===== config.mk =====
export PLATFORM = sky130hd
export DESIGN_NAME = dac_sar_ctrl
export DESIGN_NICKNAME = d
export VERILOG_FILES = /design/src/rtl/dac_sar_ctrl.sv
export SDC_FILE = /design/constraint.sdc
export NUM_CORES = 1
export LEC_CHECK = 0
export BUFFER_PORTS_ARGS = -buffer_cell sky130_fd_sc_hd__buf_2
export CAP_MARGIN = 20
export CORE_UTILIZATION = 24
export CTS_CLUSTER_DIAMETER = 200
export CTS_CLUSTER_SIZE = 40
export DETAILED_ROUTE_END_ITERATION = 8
export PLACE_DENSITY = 0.5
export RECOVER_POWER = 100
export SYNTH_ARGS = -nofsm -noshare
export SYNTH_HDL_FRONTEND = slang
export SYNTH_SLANG_ARGS = --single-unit

===== constraint.sdc =====
create_clock -name mclk -period 2.7 [get_ports mclk]
set_clock_uncertainty 0.2 [all_clocks]
set_input_delay 0.54 -clock mclk [delete_from_list [all_inputs] [get_ports mclk]]
set_output_delay 0.54 -clock mclk [all_outputs]
set_load 0.02 [all_outputs]

===== src/rtl/dac_sar_ctrl.sv =====
// Controller for the 4-channel DAC/comparator macro: DAC pass-through per channel,
// or an 8-bit successive-approximation conversion on one channel at a time.
module dac_sar_ctrl #(
  parameter int SAMPLE_CYCLES = 4,
  parameter int SETTLE_CYCLES = 2
) (
  input  logic       mclk,
  input  logic       reset_n,
  input  logic [3:0] cfg_adc_en,
  input  logic [7:0] cfg_dac0,
  input  logic [7:0] cfg_dac1,
  input  logic [7:0] cfg_dac2,
  input  logic [7:0] cfg_dac3,
  input  logic       conv_start,
  input  logic [1:0] conv_ch,
  input  logic       conv_abort,
  output logic       conv_busy,
  output logic       conv_done,
  output logic       conv_err,
  output logic [7:0] conv_data,
  output logic [1:0] conv_ch_out,
  output logic [7:0] Din0,
  output logic [7:0] Din1,
  output logic [7:0] Din2,
  output logic [7:0] Din3,
  output logic       SAMPLE0,
  output logic       SAMPLE1,
  output logic       SAMPLE2,
  output logic       SAMPLE3,
  output logic       SEL0,
  output logic       SEL1,
  output logic       SEL2,
  output logic       SEL3,
  input  logic       RESULT0,
  input  logic       RESULT1,
  input  logic       RESULT2,
  input  logic       RESULT3,
  output logic [2:0] dbg_state
);

  // Request/response: conv_start is a one-cycle request accepted only in IDLE;
  // each accepted request ends in exactly one conv_done pulse unless aborted or
  // reset, and a start on a DAC-mode channel is answered by a conv_err pulse.
  typedef enum logic [2:0] {
    ST_IDLE   = 3'd0,
    ST_SAMPLE = 3'd1,
    ST_SETTLE = 3'd2,
    ST_DECIDE = 3'd3,
    ST_DONE   = 3'd4
  } state_t;

  localparam logic [7:0] SAMPLE_LAST = 8'(SAMPLE_CYCLES - 1);
  localparam logic [7:0] SETTLE_LAST = 8'(SETTLE_CYCLES - 1);

  state_t     state_q, state_d;
  logic [7:0] cnt_q, cnt_d;
  logic [2:0] bit_q, bit_d;
  logic [7:0] trial_q, trial_d;
  logic [1:0] ch_q, ch_d;
  logic [3:0] res_meta_q, res_s_q;
  logic       busy_q, busy_d;
  logic       done_q, done_d;
  logic       err_q, err_d;
  logic [7:0] data_q, data_d;
  logic [1:0] ch_out_q, ch_out_d;
  logic [7:0] din_q [4];
  logic [7:0] din_d [4];
  logic [3:0] sample_q, sample_d;
  logic [3:0] sel_q, sel_d;
  logic [7:0] cfg_dac [4];
  logic [7:0] trial_nx;
  logic [2:0] bit_dec;

  assign cfg_dac[0] = cfg_dac0;
  assign cfg_dac[1] = cfg_dac1;
  assign cfg_dac[2] = cfg_dac2;
  assign cfg_dac[3] = cfg_dac3;
  assign bit_dec    = bit_q - 3'd1;

  always_comb begin
    state_d  = state_q;
    cnt_d    = cnt_q;
    bit_d    = bit_q;
    trial_d  = trial_q;
    ch_d     = ch_q;
    err_d    = 1'b0;
    trial_nx = trial_q;
    case (state_q)
      ST_IDLE: begin
        if (conv_start) begin
          if (cfg_adc_en[conv_ch]) begin
            ch_d    = conv_ch;
            trial_d = 8'h00;
            cnt_d   = 8'd0;
            state_d = ST_SAMPLE;
          end else begin
            err_d = 1'b1;
          end
        end
      end
      ST_SAMPLE: begin
        if (cnt_q == SAMPLE_LAST) begin
          cnt_d   = 8'd0;
          bit_d   = 3'd7;
          trial_d = 8'h80;
          state_d = ST_SETTLE;
        end else begin
          cnt_d = cnt_q + 8'd1;
        end
      end
      ST_SETTLE: begin
        if (cnt_q == SETTLE_LAST) begin
          cnt_d   = 8'd0;
          state_d = ST_DECIDE;
        end else begin
          cnt_d = cnt_q + 8'd1;
        end
      end
      ST_DECIDE: begin
        // Comparator low means the trial overshot Vin: drop this bit.
        if (!res_s_q[ch_q]) trial_nx[bit_q] = 1'b0;
        if (bit_q != 3'd0) begin
          trial_nx[bit_dec] = 1'b1;
          bit_d   = bit_dec;
          state_d = ST_SETTLE;
        end else begin
          state_d = ST_DONE;
        end
        trial_d = trial_nx;
      end
      ST_DONE: state_d = ST_IDLE;
      default: state_d = ST_IDLE;
    endcase
    if (conv_abort && (state_q != ST_IDLE)) state_d = ST_IDLE;
  end

  // Outputs are registered from next-state values so they line up with the state.
  always_comb begin
    busy_d   = (state_d != ST_IDLE);
    done_d   = (state_d == ST_DONE);
    data_d   = (state_d == ST_DONE) ? trial_d : data_q;
    ch_out_d = (state_d == ST_DONE) ? ch_d : ch_out_q;
    for (int n = 0; n < 4; n++) begin
      if (busy_d && (ch_d == 2'(n))) begin
        din_d[n]    = trial_d;
        sample_d[n] = (state_d == ST_SAMPLE);
        sel_d[n]    = 1'b1;
      end else begin
        din_d[n]    = cfg_dac[n];
        sample_d[n] = 1'b0;
        sel_d[n]    = cfg_adc_en[n];
      end
    end
  end

  always_ff @(posedge mclk) begin
    if (!reset_n) begin
      state_q    <= ST_IDLE;
      cnt_q      <= 8'd0;
      bit_q      <= 3'd0;
      trial_q    <= 8'h00;
      ch_q       <= 2'd0;
      res_meta_q <= 4'h0;
      res_s_q    <= 4'h0;
      busy_q     <= 1'b0;
      done_q     <= 1'b0;
      err_q      <= 1'b0;
      data_q     <= 8'h00;
      ch_out_q   <= 2'd0;
      sample_q   <= 4'h0;
      sel_q      <= 4'h0;
      for (int n = 0; n < 4; n++) din_q[n] <= 8'h00;
    end else begin
      state_q    <= state_d;
      cnt_q      <= cnt_d;
      bit_q      <= bit_d;
      trial_q    <= trial_d;
      ch_q       <= ch_d;
      res_meta_q <= {RESULT3, RESULT2, RESULT1, RESULT0};
      res_s_q    <= res_meta_q;
      busy_q     <= busy_d;
      done_q     <= done_d;
      err_q      <= err_d;
      data_q     <= data_d;
      ch_out_q   <= ch_out_d;
      sample_q   <= sample_d;
      sel_q      <= sel_d;
      for (int n = 0; n < 4; n++) din_q[n] <= din_d[n];
    end
  end

  assign conv_busy   = busy_q;
  assign conv_done   = done_q;
  assign conv_err    = err_q;
  assign conv_data   = data_q;
  assign conv_ch_out = ch_out_q;
  assign Din0        = din_q[0];
  assign Din1        = din_q[1];
  assign Din2        = din_q[2];
  assign Din3        = din_q[3];
  assign SAMPLE0     = sample_q[0];
  assign SAMPLE1     = sample_q[1];
  assign SAMPLE2     = sample_q[2];
  assign SAMPLE3     = sample_q[3];
  assign SEL0        = sel_q[0];
  assign SEL1        = sel_q[1];
  assign SEL2        = sel_q[2];
  assign SEL3        = sel_q[3];
  assign dbg_state   = state_q;

endmodule

After elaboration in Yosys (flattened, before gate mapping)
Memory sizes are Yosys's and may differ from the RTL's.
Index checks and enable logic that the tools add are counted.
Widths: inputs -> output; s select.
{"block": "word_totals", "out_inout_bits": 56, "inputBits": 46, "ramBits": 32, "elab_cells": 116, "memories": 1, "ff_bits": 53}
{"block": "op_classes", "eq_ne": 14, "addsub": 2, "n_mux": 48, "n_bitwise": 7, "n_reduce_logical": 21, "magnitude_cmp": 6}
{"name": "din_q", "words": 4, "width": 8, "rd": 4, "rd_clocked_by_memory_dff": 0, "write_ports": 4, "line": "66", "rtl": "logic [7:0] din_q [4];"}
{"cell": "$mux 8", "n": 18}
{"cell": "$pmux 8 s3", "n": 2}
{"cell": "$mux 3", "n": 8}
{"cell": "$pmux 3 s4", "n": 1}
{"cell": "$reduce_bool 3->1", "n": 4}
{"cell": "$mux 1", "n": 11}
{"cell": "$reduce_and 3->1", "n": 3}
{"cell": "$add 8x1->8 const B", "n": 1}
{"cell": "$and 8x8->8", "n": 1}
{"cell": "$eq 8x1->1 const B", "n": 1}
{"cell": "$eq 8x2->1 const B", "n": 1}
{"cell": "$lt 3x4->1 const B", "n": 2}
{"cell": "$ne 2x2->1 const B", "n": 4}
{"cell": "$not 8->8", "n": 1}
{"cell": "$or 8x8->8", "n": 1}
{"cell": "$reduce_and 2->1", "n": 4}
{"cell": "$logic_and 1x1->1", "n": 7}
{"cell": "$demux 1 s3", "n": 2}
{"cell": "$eq 3x1->1 const B", "n": 2}
{"cell": "$eq 3x2->1 const B", "n": 2}
{"cell": "$ge 3x1->1 const B", "n": 2}
{"cell": "$lt 2x3->1 const B", "n": 2}
{"cell": "$mux 2", "n": 3}
{"cell": "$pmux 3 s2", "n": 1}
{"cell": "other kinds (9)", "n": 14}

Depth between registers and ports, before layout
{"block": "depth", "ltp_word": 13, "ltp_mapped": 10, "mapped_depth_nobuf": 7}

Least setup slack after synthesis
No wires, ideal clock.
{"block": "synth_path", "path_kind": "register to register", "from": "reg bit_q[0]", "to": "reg data_q[0] (netlist: conv_data[0])", "period_less_slack_ps": 2506, "setup_ps": 71, "path_buffers": 2, "slack_ps": 194, "arrival_time_ps": 2235, "t_required_ps": 2429, "path_stages_with_launch": 10, "cell_sequence": "dfxtp_1 > clkbuf_1 > inv_1 > ha_1 > nor2b_1 > clkbuf_1 > nor4b_1 > a31oi_1 > a211o_1 > a21oi_1"}
{"block": "synth_between", "elab_chain_len": 11, "word_cells_on_any_way": 23, "cone_classes": "add/sub: 1; order compare: 4; eq/ne: 1; mux: 11; bitwise: 3; reduce/logical: 3"}
{"item": "start, declared", "line": "57", "rtl": "logic [2:0] bit_q, bit_d;"}
{"item": "start signal, assigned", "line": "176", "rtl": "bit_q <= bit_d;"}
{"item": "branches (longest 11 deep; another with $lt 3x4->1)"}
{"item": "end signal, assigned", "line": "184", "rtl": "data_q <= data_d;"}
{"item": "end, declared", "line": "64", "rtl": "logic [7:0] data_q, data_d;"}
Parallel ways; which one is timed is not known. The select of a mux whose other input is x is not followed.
A chain may end at the register's enable or synchronous reset.

==> metrics.log <==
[metrics] number of setup violations in the final report: 0
[metrics] IO Count: 102
[metrics] run status: completed
[metrics] kind of critical path: reg2reg
[metrics] area fraction in and, or, nand and nor cells after synthesis: 18.73%
[metrics] cell count after synthesis: 387
[metrics] Avg Inst Size Synth: 9.269 µm²
[metrics] placement-stage cell area: 4345 µm²
[metrics] starting density of the core: 24.68%
[metrics] Worst path slowest cell: nor3_1
[metrics] library cell with the highest instance count after synthesis: dfxtp_1
[metrics] clock-pin slew on the worst setup and hold paths: 60 ps
[metrics] clock latency reported for the late side of the worst-skew pair: 340 ps
[metrics] buffers plus inverters on the worst setup path: 1
[metrics] critical path cell sequence: a2111oi_0 > buf_4 > nor3_1 > a21o_1 > o22ai_1
[metrics] number of cells on the worst reg-to-reg path: 5
[metrics] Detailed Route WL: 10540 µm
[metrics] TritonCTS buffer count: 9
[metrics] delay-heaviest family, CP: simple AND/OR/NAND/NOR gates
[metrics] beginning of the worst register-to-register path: dbg_state[0]
[metrics] number of sinks handled by clock tree synthesis: 85
[metrics] shortest period the worst path allows: 2513 ps
[metrics] max-cap violation count: 0
[metrics] Antenna Cells: 0
[metrics] post-synthesis net count: 437
[metrics] Async SR Flop Fraction: 0%
[metrics] Avg WL per Cell: 15.43 µm
[metrics] # fillers: 1623
[metrics] deepest clock path buffer count: 2
[metrics] share of synthesized cell area in full adder, half adder and majority cells: 1.395%
[metrics] Sequential Power Share: 46.8%
[metrics] largest net degree at the start of global routing: 47
[metrics] GRT Overall Usage: 13.67%
[metrics] internal power contribution: 2.111 mW
[metrics] nets: 544
[metrics] area of the die: 15440 µm²
[metrics] sort of element at the start of the critical path: flop
[metrics] Die Y: 124.3 µm
[metrics] RSZ-0062 raised after global routing: no
[metrics] Critical R2R Capture: din_q[3][5]
[metrics] register-to-register path setup slack: 190 ps
[metrics] remaining design rule violation count: 0
[metrics] element type at the critical path end: flop
[metrics] biggest fanout along the worst timing path: 15
[metrics] mux contribution to synthesized area: 2.755%
[metrics] power dissipated by switching net loads: 754.8 µW
[metrics] final count of hold timing violations: 0
[metrics] CTS tree: built
[metrics] Cell Pwr Density: 638.6 nW/µm²
[metrics] number of warning messages in the yosys log: 0
[metrics] quantity of I/O buffers inserted on ports: 101
[metrics] total negative slack for setup checks: 0 ps
[metrics] headroom to the max-slew limit: 42.14%
[metrics] Post-Synthesis Cell Area: 3587 µm²
[metrics] number of nets with antenna violations after routing: 0
[metrics] most instantiated flip-flop cell in the synthesis netlist: dfxtp_1
[metrics] HPWL reported at the end of detailed placement: 7848 µm
[metrics] largest family of logic cells by synthesized area: compound AO/OA/AOI/OAI gates
[metrics] main area contributors after synthesis: dfxtp_1 (47%), nor2_1 (4.9%), nand2_1 (4.2%)
[metrics] weighted congestion reported at the end of routability-driven placement: 0.7858
[metrics] DR vias: 3254
[metrics] worst setup path startpoint: dbg_state[0]
[metrics] Slew @ Worst Pin: 861.2 ps
[metrics] depth of the critical timing path with buffers and inverters included: 5
[metrics] number of synthesized register bits: 85
[metrics] total gr overflow: 0
[metrics] leading area contributor after synthesis: dfxtp_1
[metrics] Synth top cells by count: dfxtp_1 (85), nor2_1 (47), nand2_1 (40)
[metrics] Clk pwr share: 41.4%
[metrics] worst min-delay path class: in2reg
[metrics] number of buffers inserted for hold repair after clock tree synthesis: 0
[metrics] CTS-repair resized insts: 0
[metrics] Pre-Repair DR Iteration Count: 4
[metrics] number of max-slew violations in the final report: 0
[metrics] starting DRC count in detailed routing: 156
[metrics] standby leakage power: 1.675 nW
[metrics] Post-synth EDFFs: 0
[metrics] wire length of the first global-routing pass: 16640 µm
[metrics] synthesis-to-finish area growth: 25.11%
[metrics] required time of the worst setup path: 2710 ps
[metrics] Synth top area share: 47.44%
[metrics] sequential fraction of the synthesis area: 47.44%
[metrics] vias in the first global route: 3110
[metrics] arrival time worst endpoint: 2520 ps
[metrics] overall die width: 124.3 µm
[metrics] design area: 4488 µm²
[metrics] initial antenna violation count: 0
[metrics] clock tree root buffer cell: clkbuf_16
[metrics] Post-CTS Repair Setup Buffers: 0
[metrics] maximum vdd drop: 0.2345 mV
[metrics] Combinational Power Share: 11.9%
[metrics] Unique masters post-synth: 63
[metrics] final worst-path cycle share: 93.08%
[metrics] Post-Synth XOR/XNOR Area: 2.442%
[metrics] number of core rows: 44
[metrics] share of cells above drive strength 1: 19.44%
[metrics] Critical path destination: din_q[3][5]
[metrics] delay of the slowest cell on the worst path: 700 ps
[metrics] via count normalized by instance count: 4.764
[metrics] floorplan core area: 14530 µm²
[metrics] number of H-tree levels: 3
[metrics] synthesized-area fraction occupied by ao, oa, aoi and oai cells: 22.36%
[metrics] fmax: 0.3979 GHz
[metrics] switching part of the total power: 26.34%
layer usage:
metal | GRT usage, % | wire, µm | vias to the layer above | share of wire [%]
met5 | 0 | 0 | - | 0
met4 | 7.300 | 293 | 0 | 2.8
met3 | 1.976 | 261 | 20 | 2.5
met2 | 22.39 | 5081 | 57 | 48
met1 | 17.31 | 4899 | 1575 | 46
li1 | - | - | 1602 | -
worst min-delay path by stage:
stage / startpoint / to / slack [ps] / cells after the start
6_report: RESULT2 / res_meta_q[2] / 220 / 2
5_1_grt: RESULT2 / res_meta_q[2] / 210 / 2
4_1_cts: RESULT2 / res_meta_q[2] / 210 / 2
3_5_place_dp: res_meta_q[3] / res_s_q[3] / 230 / 1
3_3_place_gp: res_meta_q[3] / res_s_q[3] / 230 / 1
2_1_floorplan: res_meta_q[0] / res_s_q[0] / 210 / 1
power groups by stage:
stage / Combinational (mW) / Sequential (mW) / Clock, mW
2_1_floorplan: 0.178 / 1.41 / 0
3_3_place_gp: 0.363 / 1.37 / 0
3_5_place_dp: 0.365 / 1.37 / 0
4_1_cts: 0.367 / 1.34 / 1.22
5_1_grt: 0.371 / 1.35 / 1.27
6_report: 0.340 / 1.34 / 1.19
registers in the layout, summed over array words and instances, names as in the netlist:
| signal | flops |
|---|---|
| din_q | 32 |
| cnt_q | 8 |
| conv_data | 8 |
| trial_q | 8 |
| res_meta_q | 4 |
| res_s_q | 4 |
| sample_q | 4 |
| sel_q | 4 |
| bit_q | 3 |
| dbg_state | 3 |
| ch_q | 2 |
| conv_ch_out | 2 |
| conv_busy | 1 |
| conv_done | 1 |
| conv_err | 1 |
cells in the final DEF (no fill, tap or decap), drive strengths merged, types with 6 or more instances in the layout:
cell type,synthesis,layout
and2,9,9
o21ai,15,15
a21oi,23,23
a31oi,10,10
buf,10,56
nor2,47,47
clkbuf,13,75
a211oi,11,11
o22ai,21,21
dfxtp,85,85
nand2,40,40
inv,10,11
xor2,6,6
a211o,6,6
area by class of cell:
type	instances	area (µm²)	area share (%)
clock buffers	12	256.5	5.715
clock inverters	4	31.28	0.6970
inverters	10	37.54	0.8364
multi-input cells	269	1668	37.16
flip-flops and latches	85	1702	37.91
well taps	184	230.2	5.130
repair buffers	119	563.0	12.55
through the flow:
stage | instances | util, % | hold slack [ps] | power [mW] | setup slack (ps)
floorplan | 387 | - | 211.9 | 1.592 | 194.1
global placement | 667 | 29.90 | 232.6 | 1.730 | 140.8
detailed placement | 667 | 29.90 | 226.3 | 1.732 | 18.01
CTS | 683 | 31.88 | 206.8 | 2.922 | 199.4
global route | 683 | 30.88 | 211.4 | 2.986 | 12.20
finish | 683 | 30.88 | 215.7 | 2.866 | 186.9
cell families (layout without fill, tap and decap cells):
group / Yosys count / in the layout
xor+xnor: 10 / 10
flops: 85 / 85
simple gates: 134 / 134
buf+inv: 33 / 145
compound gates: 113 / 113
mux: 8 / 8
fa+ha+maj: 4 / 4
No activity file was read; power rests on OpenSTA's default activity.
